**config.mk**
```make
export PLATFORM = sky130hd
export DESIGN_NAME = shift_rx
export DESIGN_NICKNAME = d
export VERILOG_FILES = /design/src/rtl/shift_rx_pkg.sv /design/src/rtl/shift_rx_hold.sv /design/src/rtl/shift_rx.sv
export SDC_FILE = /design/constraint.sdc
export NUM_CORES = 1
export LEC_CHECK = 0
export CORE_UTILIZATION = 54
export CTS_BUF_LIST = sky130_fd_sc_hd__clkbuf_4 sky130_fd_sc_hd__clkbuf_8
export DETAILED_ROUTE_END_ITERATION = 12
export PLACE_DENSITY = 0.8
export RECOVER_POWER = 25
export REMOVE_ABC_BUFFERS = 1
export SETUP_SLACK_MARGIN = 0.4
export SLEW_MARGIN = 20
export SYNTH_ARGS = -nofsm -noshare
export SYNTH_HDL_FRONTEND = slang
export SYNTH_SLANG_ARGS = --single-unit
```
**constraint.sdc**
```tcl
create_clock -name clk -period 2.5 [get_ports clk]
set_input_delay 0.25 -clock clk [delete_from_list [all_inputs] [get_ports clk]]
set_output_delay 0.25 -clock clk [all_outputs]
set_load 0.01 [all_outputs]
```
**src/rtl/shift_rx_pkg.sv**
```systemverilog
// ============================================================================
// Module      : shift_rx_pkg
// Description : Shared types and sizing helpers for the shift_rx receiver.
//               Optional feature macro: SHIFT_RX_PARITY_EN (trailing even
//               parity bit appended to every frame).
// Revision    : 1.0 - initial release
// ============================================================================
`default_nettype none

package shift_rx_pkg;

    // Receiver FSM states
    typedef enum logic [1:0] {
        IDLE  = 2'd0,
        SHIFT = 2'd1,
        FLUSH = 2'd2
    } state_t;

`ifdef SHIFT_RX_PARITY_EN
    localparam int PARITY_BITS = 1;
`else
    localparam int PARITY_BITS = 0;
`endif

    // Frame length in bits for a given data width
    function automatic int flen_f(input int bits);
        return bits + PARITY_BITS;
    endfunction

    // Bit-counter width able to hold 0..flen
    function automatic int cnt_w_f(input int flen);
        return $clog2(flen + 1);
    endfunction

endpackage

`default_nettype wire

```
**src/rtl/shift_rx_hold.sv**
```systemverilog
// ============================================================================
// Module      : shift_rx_hold
// Description : Output holding register with valid/ready handshake. Accepts a
//               committed word when empty or being drained this cycle;
//               otherwise drops it and pulses overrun.
// Revision    : 1.0 - initial release
// ============================================================================
`default_nettype none

module shift_rx_hold
    import shift_rx_pkg::*;
#(
    parameter int BITS = 8
) (
    input  logic            clk,
    input  logic            rst_n,
    input  logic            i_commit,
    input  logic [BITS-1:0] i_word,
    input  logic            i_par_ready,
    output logic [BITS-1:0] o_par_data,
    output logic            o_par_valid,
    output logic            o_overrun
);

    logic [BITS-1:0] r_data;
    logic            r_valid;
    logic            r_overrun;

    // Load on commit when a slot is free (including back-to-back drain), else flag overrun
    always_ff @(posedge clk) begin
        if (!rst_n) begin
            r_data    <= '0;
            r_valid   <= 1'b0;
            r_overrun <= 1'b0;
        end else begin
            r_overrun <= 1'b0;
            if (i_commit) begin
                if (!r_valid || i_par_ready) begin
                    r_data  <= i_word;
                    r_valid <= 1'b1;
                end else begin
                    r_overrun <= 1'b1;
                end
            end else if (r_valid && i_par_ready) begin
                r_valid <= 1'b0;
            end
        end
    end

    assign o_par_data  = r_data;
    assign o_par_valid = r_valid;
    assign o_overrun   = r_overrun;

endmodule

`default_nettype wire

```
**src/rtl/shift_rx.sv**
```systemverilog
// ============================================================================
// Module      : shift_rx
// Description : Serial-to-parallel receiver. Collects MSB-first bits with an
//               end-of-shift strobe, checks frame length, and presents the
//               word behind a valid/ready holding register.
//               Optional feature macro: SHIFT_RX_PARITY_EN.
// Revision    : 1.0 - initial release
// ============================================================================
`default_nettype none

module shift_rx
    import shift_rx_pkg::*;
#(
    parameter int BITS = 8
) (
    input  logic            clk,
    input  logic            rst_n,
    input  logic            i_ser_in,
    input  logic            i_ser_valid,
    input  logic            i_ser_eos,
    output logic [BITS-1:0] o_par_data,
    output logic            o_par_valid,
    input  logic            i_par_ready,
    output logic            o_frame_err,
    output logic            o_overrun,
    output logic            o_parity_err
);

    localparam int FLEN    = flen_f(BITS);
    localparam int CNT_W   = cnt_w_f(FLEN);
    // Only the bits needed before the final one are stored; the last bit is
    // taken straight from the input at the end-of-shift cycle.
    localparam int SHREG_W = FLEN - 1;

    state_t             r_state;
    logic [SHREG_W-1:0] r_shreg;
    logic [CNT_W-1:0]   r_cnt;
    logic               r_frame_err;
    logic               r_parity_err;

    state_t             w_state_nxt;
    logic [SHREG_W-1:0] w_shreg_nxt;
    logic [CNT_W-1:0]   w_cnt_nxt;
    logic [SHREG_W:0]   w_cat;
    logic [SHREG_W-1:0] w_shift;
    logic [CNT_W-1:0]   w_len;
    logic               w_last;
    logic               w_par_ok;
    logic [BITS-1:0]    w_word;
    logic               w_commit;
    logic               w_ferr;
    logic               w_perr;

    assign w_cat   = {r_shreg, i_ser_in};
    assign w_shift = w_cat[SHREG_W-1:0];

`ifdef SHIFT_RX_PARITY_EN
    // Even parity: all frame bits XOR to zero; data is the stored leading bits
    assign w_par_ok = ~(^w_cat);
    assign w_word   = r_shreg;
`else
    assign w_par_ok = 1'b1;
    assign w_word   = w_cat;
`endif

    // Length of the frame including the bit presented this cycle
    assign w_len  = (r_state == IDLE) ? CNT_W'(1) : (r_cnt + CNT_W'(1));
    assign w_last = (w_len == CNT_W'(FLEN));

    // Next-state, shift and frame-check decode
    always_comb begin
        w_state_nxt = r_state;
        w_shreg_nxt = r_shreg;
        w_cnt_nxt   = r_cnt;
        w_commit    = 1'b0;
        w_ferr      = 1'b0;
        w_perr      = 1'b0;
        case (r_state)
            IDLE, SHIFT: begin
                if (i_ser_valid) begin
                    w_shreg_nxt = w_shift;
                    w_cnt_nxt   = w_len;
                    if (i_ser_eos) begin
                        w_state_nxt = IDLE;
                        w_cnt_nxt   = '0;
                        if (w_last) begin
                            if (w_par_ok) begin
                                w_commit = 1'b1;
                            end else begin
                                w_perr = 1'b1;
                            end
                        end else begin
                            w_ferr = 1'b1;
                        end
                    end else if (w_last) begin
                        // Frame ran past its length without eos: discard the rest
                        w_ferr      = 1'b1;
                        w_state_nxt = FLUSH;
                        w_cnt_nxt   = '0;
                    end else begin
                        w_state_nxt = SHIFT;
                    end
                end
            end
            FLUSH: begin
                if (i_ser_valid && i_ser_eos) begin
                    w_state_nxt = IDLE;
                end
            end
            default: begin
                w_state_nxt = IDLE;
                w_cnt_nxt   = '0;
            end
        endcase
    end

    // FSM, shift register, counter and registered error pulses
    always_ff @(posedge clk) begin
        if (!rst_n) begin
            r_state      <= IDLE;
            r_shreg      <= '0;
            r_cnt        <= '0;
            r_frame_err  <= 1'b0;
            r_parity_err <= 1'b0;
        end else begin
            r_state      <= w_state_nxt;
            r_shreg      <= w_shreg_nxt;
            r_cnt        <= w_cnt_nxt;
            r_frame_err  <= w_ferr;
            r_parity_err <= w_perr;
        end
    end

    shift_rx_hold #(
        .BITS (BITS)
    ) u_hold (
        .clk         (clk),
        .rst_n       (rst_n),
        .i_commit    (w_commit),
        .i_word      (w_word),
        .i_par_ready (i_par_ready),
        .o_par_data  (o_par_data),
        .o_par_valid (o_par_valid),
        .o_overrun   (o_overrun)
    );

    assign o_frame_err  = r_frame_err;
    assign o_parity_err = r_parity_err;

endmodule

`default_nettype wire

```
==> impl_metrics.json <==
{
  "cp.arrival_ps": 2380,
  "worstPathRequired_ps": 2710,
  "finalSetupViolCount": 0,
  "areaGrowthSynthToFinish_pct": 27.1,
  "wirelength_um": 2260,
  "grt_pass1_vias": 769,
  "cts_hold_buf": 0,
  "rsz0062_at_grt": "yes",
  "holdPathEnd": "r_shreg[6]$_SDFFE_PN0P_",
  "dp.final_hpwl_um": 1460,
  "place_ws_ps": 235,
  "r2r_end": "u_hold.o_par_data[1]$_SDFFE_PN0P_",
  "rr_startpoint": "r_cnt[1]$_SDFFE_PN0P_",
  "gr-total-overflow": 0,
  "clk_path_buf_depth": 2,
  "syn-instance-count": 117,
  "synthDistinctLibCells": 32,
  "fin_crit_ps": 2180,
  "power.density_nw_per_um2": 447,
  "insertion_delay_ps": 310,
  "period_share": 0.870,
  "peakVddDrop_uv": 296,
  "num-nets-final": 155,
  "first_pass_iters": 4,
  "cp-end-kind": "register",
  "antenna_cells": 0,
  "grt_max_degree": 17,
  "start_util": 0.577,
  "syn-mean-instance-area_um2": 9.68,
  "drive_gt1_frac": 0.194,
  "htreeDepth": 1,
  "grtUsageTotal": 0.219,
  "worstMarginPinSlew_ps": 969,
  "ios": 18,
  "ys_ff_latch": 24,
  "grt_pass1_wl_um": 3400,
  "critical_path_class": "reg2reg",
  "drv_slew": 0,
  "vias_per_cell": 5.24,
  "hold_start": "r_shreg[6]$_SDFFE_PN0P_",
  "start_kind": "register",
  "root_buffer": "clkbuf_4",
  "num_rows": 16,
  "drt_first_iter_violations": 7,
  "drc": 0,
  "fin_util": 0.733,
  "clk_pin_slew_ps": 130,
  "syn_area_um2": 1130,
  "fp.dieW_um": 47.8,
  "finalHoldViolations": 0,
  "numCtsBuffers": 3,
  "yosysWarnings": 0,
  "fin_ws_ps": 324,
  "wl_per_cell_um": 13.2,
  "yosysSeqAreaShare": 0.424,
  "path_max_fanout": 8,
  "die-area_um2": 2280,
  "coreArea_um2": 1960,
  "num-fill-cells": 158,
  "cts_tree": "yes",
  "ff2ff_path_depth": 10,
  "vias": 896,
  "io_buffers": 16,
  "die_height_um": 47.8,
  "whs_path_depth": 2,
  "hp-class": "reg2reg",
  "total_leakage_power_nw": 0.526,
  "antenna_found_initial": 0,
  "slew_headroom": 0.353,
  "place_congestion": 0.796,
  "r2r_slack_ps": 320,
  "fin_tns_setup_ps": 0,
  "antenna_left": 0,
  "max_freq_mhz": 460,
  "final.setup_skew_ps": 10.7,
  "clock_sinks": 24,
  "status": "finished, final reports clean",
  "maxCapViolations": 0
}
[per-layer routing]
metal | GRT usage | up-vias | wire length, µm
met4 | 0.117 | 0 | 31
li1 | - | 447 | -
met3 | 0.0491 | 4 | 62
met1 | 0.262 | 428 | 985
met5 | 0 | - | 0
met2 | 0.365 | 17 | 1180
[stage by stage]
stage,area (µm²),hold WS (ps),instances,power (mW)
after floorplan,1090,364,110,0.421
after global placement,1290,449,154,0.444
after detailed placement,1290,452,154,0.445
after CTS,1420,470,168,0.650
after global routing,1440,497,171,0.673
final,1440,474,171,0.644
[cells in the mapped netlist]
| library cell | n | area, µm² |
|---|---|---|
| buf_6 | 1 | 11.3 |
| conb_1 | 1 | 3.75 |
| nand2b_1 | 4 | 25.0 |
| nor3b_2 | 1 | 12.5 |
| mux2i_1 | 9 | 90.1 |
| nor2_8 | 1 | 20.0 |
| a31oi_1 | 1 | 6.26 |
| o32ai_2 | 1 | 16.3 |
| nor3b_1 | 1 | 7.51 |
| buf_4 | 3 | 22.5 |
| and2_1 | 1 | 6.26 |
| dfxtp_1 | 24 | 480 |
| nand3_2 | 1 | 10.0 |
| nor3_1 | 1 | 5.00 |
| clkbuf_1 | 3 | 11.3 |
| o221ai_1 | 1 | 8.76 |
| nand3b_4 | 1 | 20.0 |
| and3_1 | 1 | 6.26 |
| nand3_1 | 2 | 10.0 |
| nor2_1 | 2 | 7.51 |
| ha_1 | 4 | 50.1 |
| inv_1 | 2 | 7.51 |
| o22ai_1 | 2 | 12.5 |
| a21boi_1 | 7 | 52.6 |
| xor2_1 | 2 | 17.5 |
| nand2_1 | 17 | 63.8 |
| a21oi_1 | 4 | 20.0 |
| or2_1 | 1 | 6.26 |
| a211o_1 | 1 | 8.76 |
| nor2b_4 | 1 | 13.8 |
| o21ai_1 | 1 | 5.00 |
| nor2b_1 | 15 | 93.8 |
[logic make-up after synthesis]
group | after synthesis | share of synthesized area
AO/OA/AOI/OAI | 18 | 0.115
buffers and inverters | 9 | 0.0464
AND/OR/NAND/NOR | 50 | 0.272
XOR/XNOR | 2 | 0.0155
other | 1 | 0.00331
flip-flops | 24 | 0.424
multiplexers | 9 | 0.0796
adder cells (fa/ha/maj) | 4 | 0.0442
[cell type report]
cell class,instances,area (µm²),area share
flip-flops and latches,24,485,0.337
inverters,2,7.51,0.00522
multi-input cells,84,611,0.424
clock buffers,4,36.3,0.0252
repair buffers,30,265,0.184
well taps,27,33.8,0.0235
[worst max path at each step]
stage	start	endpoint	slack [ps]	depth (start not counted)
after floorplan	r_cnt[0]$_SDFFE_PN0P_	u_hold.o_par_data[0]$_SDFFE_PN0P_	510	10
after global placement	r_cnt[0]$_SDFFE_PN0P_	u_hold.o_par_data[1]$_SDFFE_PN0P_	380	10
after detailed placement	r_cnt[0]$_SDFFE_PN0P_	u_hold.o_par_data[6]$_SDFFE_PN0P_	230	10
after CTS	r_cnt[1]$_SDFFE_PN0P_	u_hold.o_par_data[6]$_SDFFE_PN0P_	370	10
after global routing	r_cnt[1]$_SDFFE_PN0P_	u_hold.o_par_data[0]$_SDFFE_PN0P_	250	10
final	r_cnt[1]$_SDFFE_PN0P_	u_hold.o_par_data[1]$_SDFFE_PN0P_	320	10
[report_power, final]
part	switching, mW	leakage (nW)	internal (mW)
Sequential	0.00417	0.195	0.386
Combinational	0.0263	0.310	0.0256
Clock	0.112	0.0210	0.0889
Total	0.143	0.526	0.501
[repair_timing]
item                                    CTS  global route
resized for setup                         6             1
buffers inserted                         10             3
cloned                                    0             0
endpoints found under the setup margin    8             9
pin swaps                                 4             4
[worst max-delay path, stage by stage, from the launching register on]
cell and delay [ps]:
dfxtp_4 380, ha_4 160, xor2_1 150, nor3b_2 200, o21ai_1 140, nor2_1 170
ha_2 240, nand3b_4 110, nor2_8 230, mux2i_1 230, nor2b_1 70
[cell usage in the layout (no fill, tap or decap), types with 2 or more instances in the layout]
cell,n
a21boi_0,6
a21oi_1,3
buf_4,14
clkbuf_4,3
clkdlybuf4s50_1,15
dfxtp_1,22
ha_1,2
inv_1,2
mux2i_1,9
nand2_1,17
nand2b_1,4
nand3_1,2
nor2_1,2
nor2b_1,16
o22ai_1,2
xor2_1,2
[registers in the layout, summed over array words and instances (netlist names)]
name and count:
o_frame_err 1, r_cnt 4, r_shreg 7, r_state 2, u_hold.o_overrun 1, u_hold.o_par_data 8, u_hold.o_par_valid 1
Note: power is estimated with default switching activity, not from simulation.
